==> config.mk <==
export PLATFORM = sky130hd
export DESIGN_NAME = lm_sm_sequencer
export DESIGN_NICKNAME = d
export VERILOG_FILES = /design/src/rtl/iitb_pkg.sv /design/src/rtl/lmsm_prio_enc.sv /design/src/rtl/lm_sm_sequencer.sv
export SDC_FILE = /design/constraint.sdc
export NUM_CORES = 1
export LEC_CHECK = 0
export ABC_AREA = 1
export CAP_MARGIN = 40
export CORE_AREA = 2 2 87 89
export CTS_BUF_LIST = sky130_fd_sc_hd__clkbuf_4
export DETAILED_ROUTE_END_ITERATION = 8
export DIE_AREA = 0 0 89 91
export REMOVE_ABC_BUFFERS = 1
export SLEW_MARGIN = 20
export SYNTH_ARGS = -nofsm -noshare
export SYNTH_HDL_FRONTEND = slang
export SYNTH_HIERARCHICAL = 1
export SYNTH_SLANG_ARGS = --single-unit
==> constraint.sdc <==
create_clock -name clk -period 2.87 [get_ports clk]
set_clock_uncertainty 0.15 [all_clocks]
set_input_delay 0.861 -clock clk [delete_from_list [all_inputs] [get_ports clk]]
set_output_delay 0.861 -clock clk [all_outputs]
set_load 0.005 [all_outputs]
==> src/rtl/iitb_pkg.sv <==
`default_nettype none
// ============================================================================
// Module      : iitb_pkg
// Description : Shared opcodes, FSM state type and sizing for the LM/SM
//               expansion logic in the ID stage.
// Revision    : 1.0 - initial release
// ============================================================================
package iitb_pkg;

    localparam logic [3:0] OP_LM = 4'b0110;
    localparam logic [3:0] OP_SM = 4'b0111;

    localparam int NREGS_DEFAULT = 8;

    typedef enum logic [0:0] {
        IDLE = 1'b0,
        SEQ  = 1'b1
    } state_t;

endpackage
`default_nettype wire

==> src/rtl/lmsm_prio_enc.sv <==
`default_nettype none
// ============================================================================
// Module      : lmsm_prio_enc
// Description : Combinational lowest-set-bit encoder; returns the index of the
//               lowest set bit and the mask with that bit cleared.
// Revision    : 1.0 - initial release
// ============================================================================
module lmsm_prio_enc #(
    parameter int NREGS = 8,
    parameter int IDX_W = $clog2(NREGS)
) (
    input  logic [NREGS-1:0] i_mask,
    output logic [IDX_W-1:0] o_index,
    output logic             o_found,
    output logic [NREGS-1:0] o_clr_mask
);

    always_comb begin
        o_index = '0;
        o_found = 1'b0;
        for (int i = 0; i < NREGS; i++) begin
            if (i_mask[i] && !o_found) begin
                o_index = IDX_W'(i);
                o_found = 1'b1;
            end
        end
    end

    // x & (x-1) drops exactly the lowest set bit
    assign o_clr_mask = i_mask & (i_mask - NREGS'(1));

endmodule
`default_nettype wire

==> src/rtl/lm_sm_sequencer.sv <==
`default_nettype none
// ============================================================================
// Module      : lm_sm_sequencer
// Description : Expands one LM/SM instruction into one micro-op per set bit of
//               the register list, stalling fetch while the sequence runs.
//               Optional macro LMSM_R7_REDIRECT_EN adds r7_redirect and ends
//               an LM sequence at its R7 transfer.
// Revision    : 1.0 - initial release
// ============================================================================
module lm_sm_sequencer
    import iitb_pkg::*;
#(
    parameter int NREGS  = NREGS_DEFAULT,
    parameter int ADDR_W = 16
) (
    input  logic              clk,
    input  logic              rst,
    input  logic              ir_valid,
    input  logic [15:0]       ir,
    input  logic              hold,
    input  logic              flush,
    output logic              uop_valid,
    output logic              uop_is_lm,
    output logic              uop_is_sm,
    output logic [2:0]        uop_reg,
    output logic [ADDR_W-1:0] uop_offset,
    output logic [2:0]        base_reg,
    output logic              uop_last,
`ifdef LMSM_R7_REDIRECT_EN
    output logic              r7_redirect,
`endif
    output logic              fetch_stall,
    output logic              busy
);

    localparam int                IDX_W     = $clog2(NREGS);
    localparam logic [ADDR_W-1:0] c_nregs_w = ADDR_W'(NREGS);

    state_t            r_state, w_state_n;
    logic [NREGS-1:0]  r_mask, w_mask_n;
    logic [ADDR_W-1:0] r_offset, w_offset_n;
    logic [2:0]        r_base, w_base_n;
    logic              r_is_lm, w_is_lm_n;

    logic [IDX_W-1:0]  w_idx;
    logic              w_found;
    logic [NREGS-1:0]  w_clr_mask;
    logic              w_seq, w_is_op, w_accept, w_list_nz, w_last_bit, w_redirect;
    logic              w_unused;

    lmsm_prio_enc #(.NREGS(NREGS), .IDX_W(IDX_W)) u_prio_enc (
        .i_mask     (r_mask),
        .o_index    (w_idx),
        .o_found    (w_found),
        .o_clr_mask (w_clr_mask)
    );

    assign w_unused   = ir[8];
    assign w_seq      = (r_state == SEQ);
    assign w_is_op    = (ir[15:12] == OP_LM) || (ir[15:12] == OP_SM);
    assign w_accept   = (r_state == IDLE) && ir_valid && w_is_op && !flush;
    assign w_list_nz  = |ir[NREGS-1:0];
    assign w_last_bit = w_found && (w_clr_mask == '0);

`ifdef LMSM_R7_REDIRECT_EN
    // Loading R7 from memory redirects the PC, so nothing after it may issue
    assign w_redirect  = w_seq && r_is_lm && (w_idx == IDX_W'(7)) && !hold;
    assign r7_redirect = w_redirect;
`else
    assign w_redirect  = 1'b0;
`endif

    always_comb begin
        w_state_n  = r_state;
        w_mask_n   = r_mask;
        w_offset_n = r_offset;
        w_base_n   = r_base;
        w_is_lm_n  = r_is_lm;
        if (flush) begin
            w_state_n  = IDLE;
            w_mask_n   = '0;
            w_offset_n = '0;
            w_base_n   = '0;
            w_is_lm_n  = 1'b0;
        end else begin
            case (r_state)
                IDLE: begin
                    if (w_accept && w_list_nz) begin
                        w_state_n  = SEQ;
                        w_mask_n   = ir[NREGS-1:0];
                        w_offset_n = '0;
                        w_base_n   = ir[11:9];
                        w_is_lm_n  = (ir[15:12] == OP_LM);
                    end
                end
                SEQ: begin
                    if (!hold) begin
                        if (w_last_bit || w_redirect) begin
                            w_state_n  = IDLE;
                            w_mask_n   = '0;
                            w_offset_n = '0;
                        end else begin
                            w_mask_n   = w_clr_mask;
                            w_offset_n = r_offset + ADDR_W'(1);
                        end
                    end
                end
                default: w_state_n = IDLE;
            endcase
        end
    end

    always_ff @(posedge clk) begin
        if (rst) begin
            r_state  <= IDLE;
            r_mask   <= '0;
            r_offset <= '0;
            r_base   <= '0;
            r_is_lm  <= 1'b0;
        end else begin
            r_state  <= w_state_n;
            r_mask   <= w_mask_n;
            r_offset <= w_offset_n;
            r_base   <= w_base_n;
            r_is_lm  <= w_is_lm_n;
        end
    end

    // Offset counts at most popcount(list)-1, so it can never wrap
    a_offset_range: assert property (@(posedge clk) disable iff (rst) r_offset < c_nregs_w);

    assign uop_valid   = w_seq;
    assign uop_is_lm   = w_seq && r_is_lm;
    assign uop_is_sm   = w_seq && !r_is_lm;
    assign uop_reg     = w_seq ? 3'(w_idx) : 3'd0;
    assign uop_offset  = w_seq ? r_offset : '0;
    assign base_reg    = w_seq ? r_base : 3'd0;
    assign uop_last    = w_seq && w_last_bit;
    assign busy        = w_seq;
    assign fetch_stall = !flush && !rst &&
                         ((w_accept && w_list_nz) ||
                          (w_seq && !(w_last_bit && !hold && !w_redirect)));

endmodule
`default_nettype wire

# After elaboration in Yosys (flattened, before gate mapping)

Cells that the tools add are included.

Register bits after elaboration: 29
Input bits: 21
Output and inout bits: 28
Logic and storage cells: 81

Add/subtract/negate cells: 2
Equal/unequal tests: 4
Multiplexer cells: 30
Bitwise gates (word level): 2
Reductions and logical operators: 38

Operators with widths:

| operator              | count |
|---|---|
| $mux 16               | 4 |
| $pmux 16 s2           | 1 |
| $mux 8                | 3 |
| $logic_and 1x1->1     | 19 |
| $mux 3                | 6 |
| $add 16x1->16 const B | 1 |
| $pmux 8 s2            | 1 |
| $logic_not 1->1       | 12 |
| $mux 1                | 12 |
| $and 8x8->8           | 1 |
| $eq 4x3->1 const B    | 2 |
| $logic_not 8->1       | 1 |
| $reduce_or 8->1       | 1 |
| $sub 8x1->8 const B   | 1 |
| $mux 2                | 2 |
| $reduce_and 2->1      | 2 |
| $logic_or 1x1->1      | 2 |
| $ne 2x1->1 const B    | 1 |
| $ne 2x2->1 const B    | 1 |
| $pmux 1 s2            | 1 |
| $reduce_or 2->1       | 1 |
| $not 1->1             | 1 |

# Longest topological paths before layout

Gate-level depths: netlist (run 1).

Depth after elaboration: 28
Gate-level depth with buffers: 13

# Cells and area by module

The synthesis (run 1) kept the hierarchy.

Modules (own cells, without submodules):

| module          | instances | cells each | area an instance (um^2) | seq. area each (um^2) |
|---|---|---|---|---|
| lm_sm_sequencer | 1         | 306        | 1,796.7                 | 580.6 |
| lmsm_prio_enc   | 1         | 46         | 203.9                   | 0.0 |

# Worst setup path after synthesis (run 1)

No wires, ideal clock.

Path kind: input-to-output
From: in rst
To: out fetch_stall
Data arrival time: 1,589 ps
Slack: 270 ps
Stages: 4
Cells stage by stage: nor2_1 clkinv_1 clkbuf_1 a21oi_1

Longest elaborated chain between the ends: 3

RTL lines:

| what                            | line                   | source |
|---|---|---|
| start: declaration              | lm_sm_sequencer.sv:17  | `input logic rst,` |
| $logic_not 1->1                 | lm_sm_sequencer.sv:140 | `assign fetch_stall = !flush && !rst &&` |
| $logic_and 1x1->1 (2 in series) | lm_sm_sequencer.sv:140 |  |
| end: declaration                | lm_sm_sequencer.sv:32  | `output logic fetch_stall,` |

No other way between the ends.

# Worst setup path in the final report (run 1)

From: reg r_mask[2]
To: out fetch_stall

RTL lines:

| what                     | line                   | source |
|---|---|---|
| start: declaration       | lm_sm_sequencer.sv:40  | `logic [NREGS-1:0] r_mask, w_mask_n;` |
| start signal: assignment | lm_sm_sequencer.sv:122 | `r_mask <= w_mask_n;` |
| $sub 8x1->8              | lmsm_prio_enc.sv:30    | `assign o_clr_mask = i_mask & (i_mask - NREGS'(1));` |
| $and 8x8->8              | lmsm_prio_enc.sv:30    |  |
| net w_clr_mask[5]        | lm_sm_sequencer.sv:47  | `logic [NREGS-1:0] w_clr_mask;` |
| $logic_not 8->1          | lm_sm_sequencer.sv:63  | `assign w_last_bit = w_found && (w_clr_mask == '0);` |
| $logic_and 1x1->1        | lm_sm_sequencer.sv:63  |  |
| $logic_and 1x1->1        | lm_sm_sequencer.sv:142 | `(w_seq && !(w_last_bit && !hold && !w_redirect)));` |
| $logic_not 1->1          | lm_sm_sequencer.sv:142 |  |
| $logic_and 1x1->1        | lm_sm_sequencer.sv:142 |  |
| $logic_or 1x1->1         | lm_sm_sequencer.sv:141 | `((w_accept && w_list_nz) \|\|` |
| $logic_and 1x1->1        | lm_sm_sequencer.sv:140 |  |

The timed path passes the listed nets, and every way through them passes these cells.

==> flow_summary.ini, run 1 <==
[run_status]
status = finished, violations left
violations = negative setup slack

[power_and_ir_drop]
finalPower_uw = 822.3
p_per_area_nw_per_um2 = 276.8
cellLeakagePower_uw = 0.001388
ir_drop_mv = 0.1442

[routing]
drc = 0
first_iter_violations = 66
wl_per_cell_um = 10.85
top_layer_used = met4
wl_met3_um = 405
via_per_inst = 4.464
wl_met1_mm = 2.648
vias = 2375
drt_pass1_iterations = 4
wl_mm = 5.772
met2_length_mm = 2.671
ant_nets = 0

[clock_tree]
numCtsBuffers = 5
htree_levels = 2
ctsRootBufferMaster = clkbuf_4
cts_tree = built
cts_sinks = 29
postCtsHoldBufs = 0
cts_buffer_depth = 2
worstSkewPairLatency_ns = 0.33
clkTransAtPathRegs_ns = 0.10

[timing]
fin_crit_sh_pct = 100.2
timing.final.crit_period_ns = 2.876
finalSetupViolations = 1
rsz0062_at_grt = true
final_hold_viol_count = 0
timing.fmax_ghz = 0.3477
fin_ws_ns = -0.006456
slew_viol_final = 0

[floorplanning]
fp.dieW_um = 89
die_h_um = 91
design.die.area_um2 = 8099
start_util_pct = 28.03
core_area_um2 = 7137
io_pins = 49
num_rows = 31

[synth]
async_flop_share_pct = 0
syn_area_um2 = 2001
yosysTopAreaCellShare_pct = 29.02
syn_inst = 352
synth_seq_cells = 29
ys_types = 24
syn_avg_cell_area_um2 = 5.684
synth_common_cells = nand2_1 (94), nor2_1 (54), inv_1 (50)
yosys_warnings = 6
synth_area_leaders = dfxtp_1 (29%), nand2_1 (18%), nand3_1 (11%)
synth.largest_area_cell = dfxtp_1
yosysMostFrequentCell = nand2_1
synth-edff-count = 0
synth_ff_type = dfxtp_1
synth-seq-area-share_pct = 29.02

[critical_path]
criticalPathCategory = flop to output pin
cp-startpoint = r_mask[2]$_SDFFE_PN0P_
endpoint = fetch_stall
reg2reg_depth = 21
end_kind = output pin
worst-endpoint-arrival_ns = 1.87
cp_data_required_time_ns = 1.86
reg2reg_from = r_mask[0]$_SDFFE_PN0P_
worst_r2r_endpoint = busy$_SDFF_PN0_
rrSetupSlack_ns = 0.16
startpoint_type = flop
cp_max_fo = 3

[cells_and_area]
num_antenna_cells = 0
fin_area_um2 = 2970
drive_above_1_share_pct = 19.17
area_growth_pct = 48.47
post-route-util_pct = 41.62
finalNetCount = 454

[placement]
gp_congestion = 0.8755
portBuffers = 47
dp_hpwl_mm = 4.040
placed_cell_area_um2 = 2719

[global_routing]
antenna_found_initial = 0
grt_max_degree = 30
grt_pass1_wl_mm = 9.363
grt_use_total_pct = 14.14
grt_remaining_overflow = 0
grt_pass1_vias = 2104

[hold_path]
hp-class = flop to flop

[run]
max_cap_violations = 0
[cell families (layout without fill, tap and decap cells)]
family | Yosys count | count (layout) | share of synthesized area (%)
xor+xnor | 2 | 2 | 0.8757
other cells | 1 | 1 | 0.1874
simple gates | 204 | 204 | 43.15
buf+inv | 70 | 151 | 14.26
compound gates | 45 | 45 | 11.88
flops | 29 | 29 | 29.02
fa+ha+maj | 1 | 1 | 0.6253
[cell type report]
| type | instances | area [um^2] |
|---|---|---|
| repair buffers | 88 | 772.0 |
| well taps | 99 | 123.9 |
| flip-flops and latches | 29 | 590.6 |
| clock buffers | 5 | 37.54 |
| clock inverters | 3 | 41.29 |
| fillers | 770 | 4167 |
| multi-input cells | 253 | 1199 |
| inverters | 55 | 206.4 |
[worst min path at each step]
stage                            from                     end  depth (start not counted)
5_1_grt        r_base[2]$_SDFFE_PN0P_  r_base[2]$_SDFFE_PN0P_                          2
3_3_place_gp   r_base[0]$_SDFFE_PN0P_  r_base[0]$_SDFFE_PN0P_                          2
6_report       r_base[0]$_SDFFE_PN0P_  r_base[0]$_SDFFE_PN0P_                          2
2_1_floorplan  r_base[0]$_SDFFE_PN0P_  r_base[0]$_SDFFE_PN0P_                          2
4_1_cts        r_base[0]$_SDFFE_PN0P_  r_base[0]$_SDFFE_PN0P_                          2
3_5_place_dp   r_base[0]$_SDFFE_PN0P_  r_base[0]$_SDFFE_PN0P_                          2
[timing repair]
action,CTS,global route
gates resized for setup,26,16
pin swaps,8,11
buffers inserted,12,2
endpoints found under the setup margin,4,4
[layer usage]
metal  track usage, %  vias up
li1                 -     1254
met1            18.25     1050
met2            23.32       65
met3            3.455        6
met4            3.731        0
met5                0        -
[per-stage QoR]
step                      setup slack, ns   TNS (ns)  instances  hold slack [ns]
after floorplan                   0.01821          0        337           0.3049
after global placement            -0.4033    -0.4611        510           0.3172
after detailed placement          -0.3990    -0.4791        510           0.3214
after CTS                        -0.09602    -0.1229        530           0.3441
after global routing              -0.1362    -0.1952        532           0.3682
final                           -0.006456  -0.006456        532           0.3460
[report_power, final]
part / switching, uW / leakage [uW] / internal, uW / total [uW]
Combinational: 37.7 / 0.00111 / 46.2 / 83.9
Sequential: 1.45 / 0.000237 / 403 / 404
Clock: 154 / 0.0000389 / 180 / 334
[layout by cell type (no fill, tap or decap), drive strengths merged, types with 3 or more instances in the layout]
master	instances
buf	43
dfxtp	29
inv	54
a21oi	24
clkbuf	5
nand4	4
nand2	96
o21ai	16
clkdlybuf4s50	42
nand3	43
dlygate4sd2	3
nor2	59
[worst max-delay path, stage by stage (launching register included)]
cell	delay, ns
dfxtp_2	0.35
nor2_4	0.15
inv_2	0.07
nor2_4	0.09
nand2_1	0.06
nand2_1	0.07
inv_2	0.05
nor2_4	0.08
nand3_2	0.08
nor2_4	0.12
inv_2	0.06
o21ai_2	0.14
a21oi_1	0.08
buf_2	0.13
[flip-flops by register name, indices dropped and copies added (netlist names)]
name / cells
r_base: 3
r_is_lm: 1
busy: 1
r_mask: 8
r_offset: 16
No activity file was read; power rests on OpenSTA's default activity.
==> run 2: changes to the inputs <==
--- a/config.mk
+++ b/config.mk
@@ -7,10 +7,10 @@
 export LEC_CHECK = 0
 export ABC_AREA = 1
 export CAP_MARGIN = 40
-export CORE_AREA = 2 2 87 89
+export CORE_AREA = 2 2 85 87
 export CTS_BUF_LIST = sky130_fd_sc_hd__clkbuf_4
 export DETAILED_ROUTE_END_ITERATION = 8
-export DIE_AREA = 0 0 89 91
+export DIE_AREA = 0 0 87 89
 export REMOVE_ABC_BUFFERS = 1
 export SLEW_MARGIN = 20
 export SYNTH_ARGS = -nofsm -noshare
==> run 2 against run 1 <==
Compared with the run above:
- the run still ends with negative setup slack left
- sequential power barely moved
- non-clock buffer count down 12
- design area down 5.5%
- setup slack worse by 0.033 ns
- critical endpoint unchanged
- global-route usage up 1.0 points
- clock power shrank 24%
- critical path type is now input port to output pin
- sequential cell count is the same
==> flow_summary.ini, run 2 (same netlist as run 1, synthesis figures left out) <==
[routing]
drt_pass1_iterations = 4
drc = 0
top_layer_used = met4
wl_met1_mm = 2.665
first_iter_violations = 91
wl_met3_um = 336
wl_mm = 5.714
ant_nets = 0
met2_length_mm = 2.650
via_per_inst = 4.685
vias = 2347
wl_per_cell_um = 11.41

[timing]
holdWs_ns = 0.3397
timing.final.crit_period_ns = 2.909
final_hold_viol_count = 0
slew_viol_final = 0
fin_ws_ns = -0.03920
timing.fmax_ghz = 0.3437
rsz0062_at_grt = true
fin_crit_sh_pct = 101.4
finalSetupViolations = 2

[clock_tree]
clkTransAtPathRegs_ns = 0.10
cts_buffer_depth = 2
numCtsBuffers = 5
cts_tree = built
ctsRootBufferMaster = clkbuf_4
cts_sinks = 29
postCtsHoldBufs = 0
worstSkewPairLatency_ns = 0.34
htree_levels = 2

[critical_path]
critical_path.cell_chain = clkdlybuf4s50_1 > nor2_1 > nand2_1 > nor2_1 > nand2_1 > a21oi_2 > buf_2
reg2reg_from = r_mask[4]$_SDFFE_PN0P_
cp_data_required_time_ns = 1.86
worst-endpoint-arrival_ns = 1.90
cp-startpoint = flush
criticalPathCategory = input port to output pin
end_kind = output pin
worst_path_dominant_cell_family = buffers and inverters
slowest_stage = clkdlybuf4s50_1
critical_path_buf_inv_count = 2
cpPeakStageDelay_ns = 0.42
startpoint_type = input port
cp_max_fo = 2

[cells_and_area]
top_regs = r_offset x16, r_mask x8, r_base x3
mostFrequentLayoutCells = nand2_1 (94), nor2_1 (48), inv_1 (47)
drive_above_1_share_pct = 16.39
top_register = r_offset
area_growth_pct = 40.34
finalNetCount = 442
largest_reg_flops = 16
final_common_cell = nand2_1
num_antenna_cells = 0
fillers = 719

[global_routing]
antenna_found_initial = 0
grt_pass1_wl_mm = 9.390
grt_remaining_overflow = 0
grt_use_total_pct = 15.15
grt_pass1_vias = 2110
grt_max_degree = 30

[floorplanning]
io_pins = 49
core_area_um2 = 6719
num_rows = 30
start_util_pct = 29.78
die_h_um = 89
design.die.area_um2 = 7743
fp.dieW_um = 87

[placement]
portBuffers = 47
post-place-ws_ns = -0.4264
gp_congestion = 0.8693
dp_hpwl_mm = 3.988

[power_and_ir_drop]
p_per_area_nw_per_um2 = 262.8
cellLeakagePower_uw = 0.001309
ir_drop_mv = 0.1379

[run_status]
status = finished, violations left
violations = negative setup slack

[run]
max_cap_violations = 0

[hold_path]
hp-start = r_base[1]$_SDFFE_PN0P_
hp-class = flop to flop
-- run 2: changes by cell type in the layout (fill, tap and decap cells not counted), sizes merged --
| cell | delta |
|---|---|
| buf | -12 |
| bufinv | -1 |
| clkbuf | +1 |
| clkdlybuf4s50 | +1 |
| clkinv | +1 |
| dlygate4sd2 | -2 |
-- run 2: final cells by class --
| type | count | area (um^2) | share of cell area (%) |
|---|---|---|---|
| well taps | 80 | 100.1 | 3.565 |
| repair buffers | 76 | 671.9 | 23.93 |
| clock inverters | 3 | 17.52 | 0.6239 |
| inverters | 55 | 206.4 | 7.353 |
| multi-input cells | 253 | 1185 | 42.20 |
| clock buffers | 5 | 37.54 | 1.337 |
| flip-flops and latches | 29 | 589.3 | 20.99 |
-- run 2: repair_timing --
action                     CTS  global route
setup endpoints to repair    4             4
pin swaps                   11            10
buffers inserted             2             3
gates resized for setup     25            10
-- run 2: report_power, final --
group / internal (uW) / leakage, uW / switching (uW)
sequential: 403 / 0.000236 / 1.26
clock: 92.2 / 0.0000310 / 162
combinational: 43.2 / 0.00104 / 36.7
total: 538 / 0.00131 / 200
-- run 2: path summary, 6_finish.rpt --
check | endpoint | cells after the start | slack, ns
setup / recovery | fetch_stall | 7 | -0.04
hold / removal | r_base[1]$_SDFFE_PN0P_ | 2 | 0.34
setup reg to reg | r_offset[4]$_SDFFE_PN0P_ | 13 | 0.82
hold reg to reg | r_base[1]$_SDFFE_PN0P_ | 2 | 0.34
-- run 2: metal layers --
layer,global-route usage (%),vias up
met4,5.114,0
met1,18.85,1049
li1,-,1227
met2,25.82,65
met5,0,-
met3,3.509,6
-- run 2: worst min-delay path: stages, from the launching register on --
cell	delay, ns
dfxtp_1	0.34
nor2_1	0.05
nor2_1	0.08
-- run 2: metrics by stage --
step	total power, uW	std cells	setup TNS (ns)	cell area [um^2]	util [%]
after floorplan	440.3	337	0	1922	-
after global placement	488.9	488	-0.4482	2673	39.78
after detailed placement	488.7	488	-0.4822	2673	39.78
after CTS	747.3	498	-0.05878	2764	41.14
after global routing	774.9	501	-0.4383	2808	41.79
final	737.9	501	-0.04690	2808	41.79
